`config.mk`:
```
export PLATFORM = sky130hd
export DESIGN_NAME = flit_output_scheduler
export DESIGN_NICKNAME = d
export VERILOG_FILES = /design/src/rtl/flit_output_scheduler.sv
export SDC_FILE = /design/constraint.sdc
export NUM_CORES = 1
export LEC_CHECK = 0
export ABC_AREA = 1
export ABC_CLOCK_PERIOD_IN_PS = 2500
export BUFFER_PORTS_ARGS = -buffer_cell sky130_fd_sc_hd__buf_2
export CORE_MARGIN = 2
export CORE_UTILIZATION = 53
export DETAILED_ROUTE_END_ITERATION = 8
export PLACE_DENSITY = 0.82
export SLEW_MARGIN = 20
export SYNTH_ARGS = -nofsm -noshare
export SYNTH_HDL_FRONTEND = slang
export SYNTH_SLANG_ARGS = --single-unit
```
`constraint.sdc`:
```
create_clock -name clk -period 2.5 [get_ports clk]
set_input_delay 0.625 -clock clk [delete_from_list [all_inputs] [get_ports clk]]
set_output_delay 0.625 -clock clk [all_outputs]
set_load 0.03 [all_outputs]
```
`src/rtl/flit_output_scheduler.sv`:
```
// Output-port scheduler for the router crossbar.
// Four input ports share one output link under round-robin arbitration with
// wormhole locking: a winning head flit holds the link until its tail passes.
// Every transfer is gated on a downstream credit counter.
//
// state  | meaning
// -------+------------------------------------------------------------
// IDLE   | no packet owns the link; head flits arbitrate round-robin
// LOCKED | owner is mid-packet; only owner may send until its tail flit
module flit_output_scheduler #(
    parameter int unsigned CREDITS = 4
) (
    input  logic       clk,
    input  logic       rst_n,
    input  logic [3:0] req,
    input  logic [3:0] head,
    input  logic [3:0] tail,
    input  logic       credit_return,
    output logic [3:0] grant,
    output logic [1:0] mux_select,
    output logic       out_valid,
    output logic [3:0] port_block,
    output logic       err
);

    typedef enum logic {
        IDLE   = 1'b0,
        LOCKED = 1'b1
    } state_t;

    localparam logic [3:0] CREDIT_MAX = 4'(CREDITS);

    state_t     fsm;
    logic [1:0] owner;
    logic [1:0] rr_ptr;
    logic [3:0] credit_cnt;

    logic [3:0] eligible;
    logic       credit_ok;
    logic       win_found;
    logic [1:0] winner;
    logic [1:0] idx;
    logic       grant_vld;
    logic [1:0] grant_sel;
    logic       err_set;

    assign eligible  = req & head;
    // Reset also blocks grants so outputs are quiet the instant rst_n falls.
    assign credit_ok = (credit_cnt != 4'd0) && rst_n;

    // Round-robin search over head flits, starting at rr_ptr.
    always_comb begin
        win_found = 1'b0;
        winner    = rr_ptr;
        idx       = rr_ptr;
        for (int k = 0; k < 4; k++) begin
            idx = rr_ptr + 2'(k);
            if (!win_found && eligible[idx]) begin
                win_found = 1'b1;
                winner    = idx;
            end
        end
    end

    // Pick the port that crosses the link this cycle.
    always_comb begin
        grant_vld = 1'b0;
        grant_sel = 2'd0;
        if (credit_ok) begin
            if (fsm == IDLE) begin
                if (win_found) begin
                    grant_vld = 1'b1;
                    grant_sel = winner;
                end
            end else if (req[owner]) begin
                grant_vld = 1'b1;
                grant_sel = owner;
            end
        end
    end

    assign grant      = grant_vld ? (4'b0001 << grant_sel) : 4'b0000;
    assign mux_select = grant_vld ? grant_sel : 2'd0;
    assign out_valid  = grant_vld;
    assign port_block = req & ~grant;

    // A head flit from the owner mid-packet, or a credit returned into a
    // full counter, is a protocol violation.
    assign err_set = ((fsm == LOCKED) && grant_vld && head[owner]) ||
                     (credit_return && !grant_vld && (credit_cnt == CREDIT_MAX));

    // Packet lock and round-robin pointer.
    always_ff @(posedge clk or negedge rst_n) begin
        if (!rst_n) begin
            fsm    <= IDLE;
            owner  <= 2'd0;
            rr_ptr <= 2'd0;
        end else begin
            case (fsm)
                IDLE: begin
                    if (grant_vld) begin
                        if (tail[grant_sel]) begin
                            rr_ptr <= grant_sel + 2'd1;
                        end else begin
                            fsm   <= LOCKED;
                            owner <= grant_sel;
                        end
                    end
                end
                LOCKED: begin
                    if (grant_vld && tail[owner]) begin
                        fsm    <= IDLE;
                        rr_ptr <= owner + 2'd1;
                    end
                end
                default: fsm <= IDLE;
            endcase
        end
    end

    // Downstream credits: one per send, one back per return, capped at CREDITS.
    always_ff @(posedge clk or negedge rst_n) begin
        if (!rst_n) begin
            credit_cnt <= CREDIT_MAX;
        end else begin
            if (grant_vld && !credit_return) begin
                credit_cnt <= credit_cnt - 4'd1;
            end else if (!grant_vld && credit_return && (credit_cnt != CREDIT_MAX)) begin
                credit_cnt <= credit_cnt + 4'd1;
            end
        end
    end

    // Sticky error flag, cleared only by reset.
    always_ff @(posedge clk or negedge rst_n) begin
        if (!rst_n) begin
            err <= 1'b0;
        end else if (err_set) begin
            err <= 1'b1;
        end
    end

endmodule

```
==> summary.json, run 1 <==
{
  "outcome": "did not finish",
  "outcome.stop_stage": "global routing (5_1_grt)",
  "flow.first_error": "[ERROR DPL-0038] Utilization greater than 100%, impossible to legalize",
  "worst_path_end_type": "output port",
  "synth_area_um2": 1130,
  "yosys.area_share.xor_xnor": 0.0232,
  "cts_made_buffers": 3,
  "pin_count": 27,
  "synthesis.yosys.warnings": 0,
  "hpwl_um": 2830,
  "die_w_um": 50.2,
  "port_buffers": 26,
  "grt_start_max_net_pins": 11,
  "syn_avg_cell_area_um2": 6.06,
  "cts_hold_buffers": 0,
  "synth_fp_nets": 203,
  "postGrtWorstEndpoint": "port_block[0]",
  "synth_top_family_by_area": "simple AND/OR/NAND/NOR gates",
  "std_cell_rows": 16,
  "synth_compound_area_frac": 0.147,
  "synth_sequential_area_ratio": 0.222,
  "place_congestion": 1.03,
  "clock-root-buffer": "sky130_fd_sc_hd__clkbuf_4",
  "cts_htree_levels": 1,
  "synth_fa_ha_area_frac": 0.0110,
  "dpl.cell_count": 264,
  "start_util": 0.572,
  "ys_ff_latch": 10,
  "syn_inst": 187,
  "cts.sink_count": 10,
  "cts-root-to-sink-buffers": 2,
  "muxShareOfSynthArea": 0,
  "simple_gate_fraction_of_synth_area": 0.488,
  "ys_types": 31,
  "die_h_um": 50.2
}
==> cell usage after synthesis <==
cell type	n	area, um2
sky130_fd_sc_hd__o21ai_4	1	16.3
sky130_fd_sc_hd__a21oi_4	1	16.3
sky130_fd_sc_hd__nand4_1	5	31.3
sky130_fd_sc_hd__inv_2	3	11.3
sky130_fd_sc_hd__clkbuf_1	2	7.51
sky130_fd_sc_hd__nand2_1	56	210
sky130_fd_sc_hd__a31oi_1	2	12.5
sky130_fd_sc_hd__o32ai_1	1	8.76
sky130_fd_sc_hd__inv_1	22	82.6
sky130_fd_sc_hd__nand3_1	27	135
sky130_fd_sc_hd__a31oi_2	1	12.5
sky130_fd_sc_hd__xor2_1	3	26.3
sky130_fd_sc_hd__o221ai_1	1	8.76
sky130_fd_sc_hd__nand3_2	1	10.0
sky130_fd_sc_hd__a21oi_1	4	20.0
sky130_fd_sc_hd__o21ai_0	5	25.0
sky130_fd_sc_hd__inv_4	1	6.26
sky130_fd_sc_hd__nand2_4	3	33.8
sky130_fd_sc_hd__or2_2	1	6.26
sky130_fd_sc_hd__o21ai_1	6	30.0
sky130_fd_sc_hd__nand2_2	10	62.6
sky130_fd_sc_hd__nor2_1	14	52.6
sky130_fd_sc_hd__nor2_2	1	6.26
sky130_fd_sc_hd__dfrtp_1	9	225
sky130_fd_sc_hd__buf_2	1	5.00
sky130_fd_sc_hd__nor3_1	1	5.00
sky130_fd_sc_hd__dfstp_2	1	26.3
sky130_fd_sc_hd__o21ai_2	1	8.76
sky130_fd_sc_hd__ha_1	1	12.5
sky130_fd_sc_hd__o31ai_1	1	7.51
sky130_fd_sc_hd__buf_6	1	11.3
==> logic make-up after synthesis <==
family	Yosys count
AND/OR/NAND/NOR	119
buffers and inverters	30
AO/OA/AOI/OAI	24
flip-flops	10
XOR/XNOR	3
adder cells (fa/ha/maj)	1
==> through the flow <==
stage	hold slack (ns)	setup TNS (ns)	instance area, um2	utilization	setup WS [ns]
2_1_floorplan	0.329	-1.06	1180	-	-0.327
3_3_place_gp	0.456	-1.93	1530	0.773	-0.247
3_5_place_dp	0.489	-2.74	1530	0.773	-0.322
4_1_cts	0.264	-2.11	1840	0.927	-0.291
==> repair_timing <==
action | in CTS
gates resized for setup | 60
pin swaps | 7
endpoints found under the setup margin | 12
gates cloned | 0
setup buffers | 11
==> run 2: changes to the inputs <==
Settings changed: CORE_AREA set to 2 2 63 65, CORE_MARGIN 2 to unset, CORE_UTILIZATION 53 to unset, DIE_AREA set to 0 0 65 67, PLACE_DENSITY 0.82 to unset, PLACE_DENSITY_LB_ADDON set to 0.15.
==> run 2 against run 1 <==
The flow now finishes, with violations (negative setup slack). Synthesized area unchanged. Synthesized cell count unchanged.
==> summary.json, run 2 <==
{
  "die_h_um": 67,
  "syn_inst": 187,
  "hpwl_um": 2740,
  "crit_arrival_ns": 2.22,
  "final_period_minus_worst_setup_slack_ns": 2.85,
  "drt_pass1_iterations": 4,
  "outcome": "complete, but fails checks",
  "layoutNonFillerInstCount": 308,
  "start_util": 0.314,
  "setup_repair_after_global_routing_missed_its_margin": "true",
  "clock-skew-final_ns": 0.00597,
  "grt_pass1_vias": 1401,
  "vdd_ir_drop_max_mv": 0.768,
  "cp_slowest_stage_delay_ns": 0.48,
  "leakage_component_of_the_power_nw": 1.08,
  "clk_slew_on_worst_s_h_paths_ns": 0.05,
  "startpoint_type": "flip-flop",
  "largest_register_ff_count": 4,
  "grt_resource_usage_total": 0.179,
  "reg2regPathDepth": 19,
  "worstHoldPathType": "input port to async pin",
  "failed_checks": "negative setup slack",
  "number_of_antenna_violations_at_the_first_check_in_global_routing": 0,
  "dr_total_vias": 1484,
  "overflow": 0,
  "power_density_nw_per_um2": 1500,
  "std_cell_rows": 22,
  "cts_made_buffers": 3,
  "final_util": 0.581,
  "hold_ws_ns": 0.313,
  "synth_sequential_area_ratio": 0.222,
  "cpMaxStageDelayCell": "sky130_fd_sc_hd__dfrtp_2",
  "post_route_cells_drive_above_1_share": 0.558,
  "synthFlopType": "sky130_fd_sc_hd__dfrtp_1",
  "yosys-top-cells-area": "sky130_fd_sc_hd__dfrtp_1 20%, sky130_fd_sc_hd__nand2_1 19%, sky130_fd_sc_hd__nand3_1 12%",
  "place_congestion": 0.870,
  "antennaDiodeCount": 0,
  "clkLatencyLatePin_ns": 0.23,
  "layout.cells.most_common": "sky130_fd_sc_hd__buf_4",
  "ratio_of_final_minimum_period_to_clock_period": 1.14,
  "timing.critical_path.fanout_max": 7,
  "synth_fp_nets": 203,
  "wire_length_of_the_first_global_routing_pass_um": 6090,
  "timing.final.ws_setup_ns": -0.347,
  "first_iter_violations": 99,
  "clock-root-buffer": "sky130_fd_sc_hd__clkbuf_8",
  "yosysMostFrequentCell": "sky130_fd_sc_hd__nand2_1",
  "cpMostUsedCell": "sky130_fd_sc_hd__buf_4",
  "critPathBufInv": 4,
  "cts-root-to-sink-buffers": 2,
  "crit_path_cell_trace": "inv_8 -> nand3_4 -> buf_4 -> nand3_2 -> nand2_4 -> nand3_4 -> nor2_4 -> nor2_1 -> nand3_2 -> nand2_2 -> nand2_4 -> buf_4 -> nor2_4 -> nor2_1 -> buf_4",
  "drc_errors": 0,
  "critical_path_depth": 15,
  "finalSetupTns_ns": -2.63,
  "worst_setup_end_kind": "output pin",
  "critPathTopFamily": "simple AND/OR/NAND/NOR gates",
  "syn_avg_cell_area_um2": 6.06,
  "synthDominantAreaCellType": "sky130_fd_sc_hd__dfrtp_1",
  "dpl.cell_count": 293,
  "grt_start_max_net_pins": 11,
  "max_slew.worst_pin.slew_ns": 0.448,
  "synthDominantCellAreaShare": 0.199,
  "crit_required_ns": 1.88,
  "relSlewSlack": 0.701,
  "ys_types": 31,
  "max_clock_freq_ghz": 0.351,
  "routed_via_density": 4.82,
  "slew_viol_final": 0,
  "async_flop_share": 1.00,
  "ys_ff_latch": 10,
  "wl_um": 3930,
  "synthesis.yosys.warnings": 0,
  "areaGrowthSynthToFinish_pct": 84.8,
  "core-area_um2": 3610,
  "port_buffers": 26,
  "pin_count": 27,
  "synth_edf_count": 0,
  "cts_htree_levels": 1,
  "critPathKind": "flip-flop to output pin",
  "cts.sink_count": 10,
  "drv_cap": 0,
  "report.final.hold_viol_count": 0,
  "synth_area_um2": 1130,
  "cts_tree": "yes",
  "floorplan.die_area_um2": 4360,
  "detail_route.wl_per_cell_um": 12.8,
  "route.antenna.remaining_nets": 0,
  "mostFrequentLayoutCells": "42 x sky130_fd_sc_hd__buf_4, 37 x sky130_fd_sc_hd__nand2_1, 19 x sky130_fd_sc_hd__inv_1, 17 x sky130_fd_sc_hd__buf_6, 16 x sky130_fd_sc_hd__nand2_2",
  "synth_commonest_cells": "56 x sky130_fd_sc_hd__nand2_1, 27 x sky130_fd_sc_hd__nand3_1, 22 x sky130_fd_sc_hd__inv_1",
  "report.final.setup_viol": 11,
  "nNetsFinal": 277,
  "largest-register": "credit_cnt",
  "die_w_um": 65,
  "largest_registers": "credit_cnt (4), owner (2), rr_ptr (2)"
}
==> run 2: cell counts after synthesis <==
Identical to the previous run, type by type.
==> run 2: stage by stage <==
stage	area, um2	setup slack (ns)	power, mW
after floorplan	1180	-0.327	1.61
after global placement	1620	-0.288	2.26
after detailed placement	1620	-0.281	2.25
after CTS	1890	-0.257	2.81
after global routing	2090	-0.477	3.40
final	2090	-0.347	3.14
==> run 2: path summary, 6_finish.rpt <==
path,start,end,slack [ns]
max,rr_ptr[0],port_block[3],-0.35
max reg2reg,rr_ptr[0],rr_ptr[0],0.08
min,rst_n,credit_cnt[1],0.31
min in group clk,err,err,0.52
max in group asynchronous,rst_n,credit_cnt[2],1.96
min reg2reg,err,err,0.52
==> run 2: layer usage <==
metal	up-vias	GRT usage	wire length (um)
li1	757	-	-
met5	-	0	0
met2	41	0.305	1920
met4	0	0.0638	62
met1	678	0.232	1770
met3	8	0.0220	182
==> run 2: what timing repair did <==
item / CTS / global route
endpoints found under the setup margin: 11 / 16
gates resized for setup: 53 / 39
buffers inserted: 7 / 5
hold buffers: 0 / 0
pin swaps: 8 / 8
cloned: 0 / 0
==> run 2: final cells by class <==
class                      instances  area (um2)
tap                               48        60.1
fill                             335        1510
sequential                        10         254
multi-input combinational        147        1040
inverter                          26         114
clock buffer                       4        45.0
timing repair buffer              73         577
==> run 2: cells by family after synthesis <==
group / after synthesis / share of synthesized area
AND/OR/NAND/NOR: 119 / 0.488
buffers and inverters: 30 / 0.109
AO/OA/AOI/OAI: 24 / 0.147
flip-flops: 10 / 0.222
XOR/XNOR: 3 / 0.0232
adder cells (fa/ha/maj): 1 / 0.0110
==> run 2: report_power, final <==
part	internal, mW	total (mW)	leakage (nW)	switching, mW
registers	0.249	0.335	0.117	0.0862
clock network	0.111	0.170	0.0228	0.0587
logic	1.14	2.63	0.940	1.49
Note: power is estimated with default switching activity, not from simulation.
==> run 3: changes to the inputs <==
Settings changed: ABC_CLOCK_PERIOD_IN_PS 2500 to 2600.
Clock period 2.5 ns to 2.6 ns, I/O delays scaled along.
==> run 3 against run 2 <==
The flow still finishes with violations (negative setup slack). Utilization down 4.2 points. Clock power down 4%. Cell area down 7.3%. Largest cell class unchanged.
==> summary.json, run 3 (synthesis gave the netlist of run 2 again) <==
{
  "clock-root-buffer": "sky130_fd_sc_hd__clkbuf_8",
  "timing.critical_path.fanout_max": 7,
  "dr_total_vias": 1441,
  "drt_pass1_iterations": 4,
  "worstHoldPathType": "input port to async pin",
  "antennaDiodeCount": 0,
  "startpoint_type": "flip-flop",
  "die_h_um": 67,
  "critPathBufInv": 3,
  "die_w_um": 65,
  "areaGrowthSynthToFinish_pct": 71.3,
  "route.antenna.remaining_nets": 0,
  "clk_slew_on_worst_s_h_paths_ns": 0.05,
  "multi_input_comb_area_um2": 920,
  "grt_start_max_net_pins": 11,
  "cts-root-to-sink-buffers": 2,
  "post_route_cells_drive_above_1_share": 0.514,
  "pin_count": 27,
  "critPathTopFamily": "simple AND/OR/NAND/NOR gates",
  "vdd_ir_drop_max_mv": 0.787,
  "cts.sink_count": 10,
  "critPathKind": "flip-flop to output pin",
  "cts_hold_buffers": 0,
  "final_util": 0.539,
  "crit_path_cell_trace": "clkinv_4 -> nand3_2 -> nand3_2 -> nand2_4 -> nand2_2 -> nand2_1 -> nand2_1 -> nand2_1 -> nand2_1 -> nand2_1 -> nand3_2 -> nand2_2 -> nand2_4 -> buf_4 -> nor2_4 -> nor2_1 -> buf_4",
  "clkLatencyLatePin_ns": 0.24,
  "wire_length_of_the_first_global_routing_pass_um": 6240,
  "hold_ws_ns": 0.342,
  "grt_pass1_vias": 1475,
  "cp_slowest_stage_delay_ns": 0.48,
  "routed_via_density": 4.69,
  "nNetsFinal": 276,
  "setup_repair_after_global_routing_missed_its_margin": "true",
  "largest_registers": "credit_cnt (4), owner (2), rr_ptr (2)",
  "cts_tree": "yes",
  "layout.cells.most_common": "sky130_fd_sc_hd__buf_4",
  "mostFrequentLayoutCells": "44 x sky130_fd_sc_hd__buf_4, 43 x sky130_fd_sc_hd__nand2_1, 19 x sky130_fd_sc_hd__inv_1, 18 x sky130_fd_sc_hd__nand3_1, 16 x sky130_fd_sc_hd__nand2_2",
  "power_density_nw_per_um2": 1470,
  "cts_made_buffers": 3,
  "crit_arrival_ns": 2.21,
  "cts_htree_levels": 1,
  "largest_register_ff_count": 4,
  "relSlewSlack": 0.622,
  "std_cell_rows": 22,
  "finalSetupTns_ns": -1.96,
  "clock-skew-final_ns": 0.00982,
  "hpwl_um": 2700,
  "start_util": 0.314,
  "final_period_minus_worst_setup_slack_ns": 2.86,
  "floorplan.die_area_um2": 4360,
  "max_slew.worst_pin.slew_ns": 0.565,
  "layoutNonFillerInstCount": 307,
  "max_clock_freq_ghz": 0.349,
  "fillCellCount": 370,
  "largest-register": "credit_cnt",
  "drc_errors": 0,
  "leakage_component_of_the_power_nw": 1.05,
  "cpMostUsedCell": "sky130_fd_sc_hd__nand2_1",
  "ratio_of_final_minimum_period_to_clock_period": 1.10,
  "first_iter_violations": 34,
  "outcome": "complete, but fails checks",
  "wl_um": 3730,
  "dpl.cell_count": 288,
  "overflow": 0,
  "drv_cap": 0,
  "number_of_antenna_violations_at_the_first_check_in_global_routing": 0,
  "place_congestion": 0.868,
  "report.final.hold_viol_count": 0,
  "dpl_worst_slack_ns": -0.216,
  "cpMaxStageDelayCell": "sky130_fd_sc_hd__dfrtp_2",
  "failed_checks": "negative setup slack",
  "core-area_um2": 3610,
  "slew_viol_final": 0,
  "report.final.setup_viol": 10,
  "port_buffers": 26,
  "crit_required_ns": 1.95,
  "worst_setup_end_kind": "output pin",
  "grt_resource_usage_total": 0.180,
  "detail_route.wl_per_cell_um": 12.1,
  "timing.final.ws_setup_ns": -0.263,
  "sequential_cell_area_um2": 254
}
run 3: cell count changes in the layout (fill, tap and decap cells not counted), sizes merged:
| cell | previous run | this run |
|---|---|---|
| buf | 73 | 72 |
| clkinv | 0 | 1 |
| inv | 25 | 24 |
run 3: final timing paths:
| kind | cells past startpoint | startpoint | slack [ns] | to |
|---|---|---|---|---|
| worst max-delay path | 17 | rr_ptr[0] | -0.26 | port_block[3] |
| worst min-delay path | 2 | rst_n | 0.34 | credit_cnt[1] |
| worst max register to register | 17 | rr_ptr[0] | 0.18 | owner[0] |
| worst min register to register | 2 | err | 0.48 | err |
| max in group asynchronous | 2 | rst_n | 2.03 | credit_cnt[2] |
| min in group clk | 2 | err | 0.48 | err |
run 3: per-stage QoR:
step / total power [mW] / cell area (um2)
floorplan: 1.55 / 1180
global placement: 2.13 / 1580
detailed placement: 2.12 / 1580
CTS: 2.59 / 1800
global route: 3.10 / 1940
finish: 2.85 / 1940
run 3: repair_timing:
item,4_1_cts,5_1_grt
setup endpoints to repair,11,15
setup buffers,8,7
pin swaps,7,7
resized for setup,38,24
run 3: metal layers:
metal,routed length [um],up-vias,global-route usage
met3,89,4,0.0203
met1,1780,664,0.230
met5,0,-,0
met2,1830,21,0.330
met4,24,0,0.0239
li1,-,752,-
run 3: layout make-up:
| type | instances | share of cell area |
|---|---|---|
| clock buffers | 4 | 0.0232 |
| flip-flops and latches | 10 | 0.131 |
| inverters | 26 | 0.0573 |
| well taps | 48 | 0.0309 |
| repair buffers | 72 | 0.284 |
| multi-input cells | 147 | 0.474 |
run 3: where the power goes:
part,internal [mW],switching [mW],leakage [nW]
Sequential,0.240,0.108,0.117
Combinational,1.04,1.31,0.906
Clock,0.107,0.0562,0.0228
Total,1.38,1.47,1.05
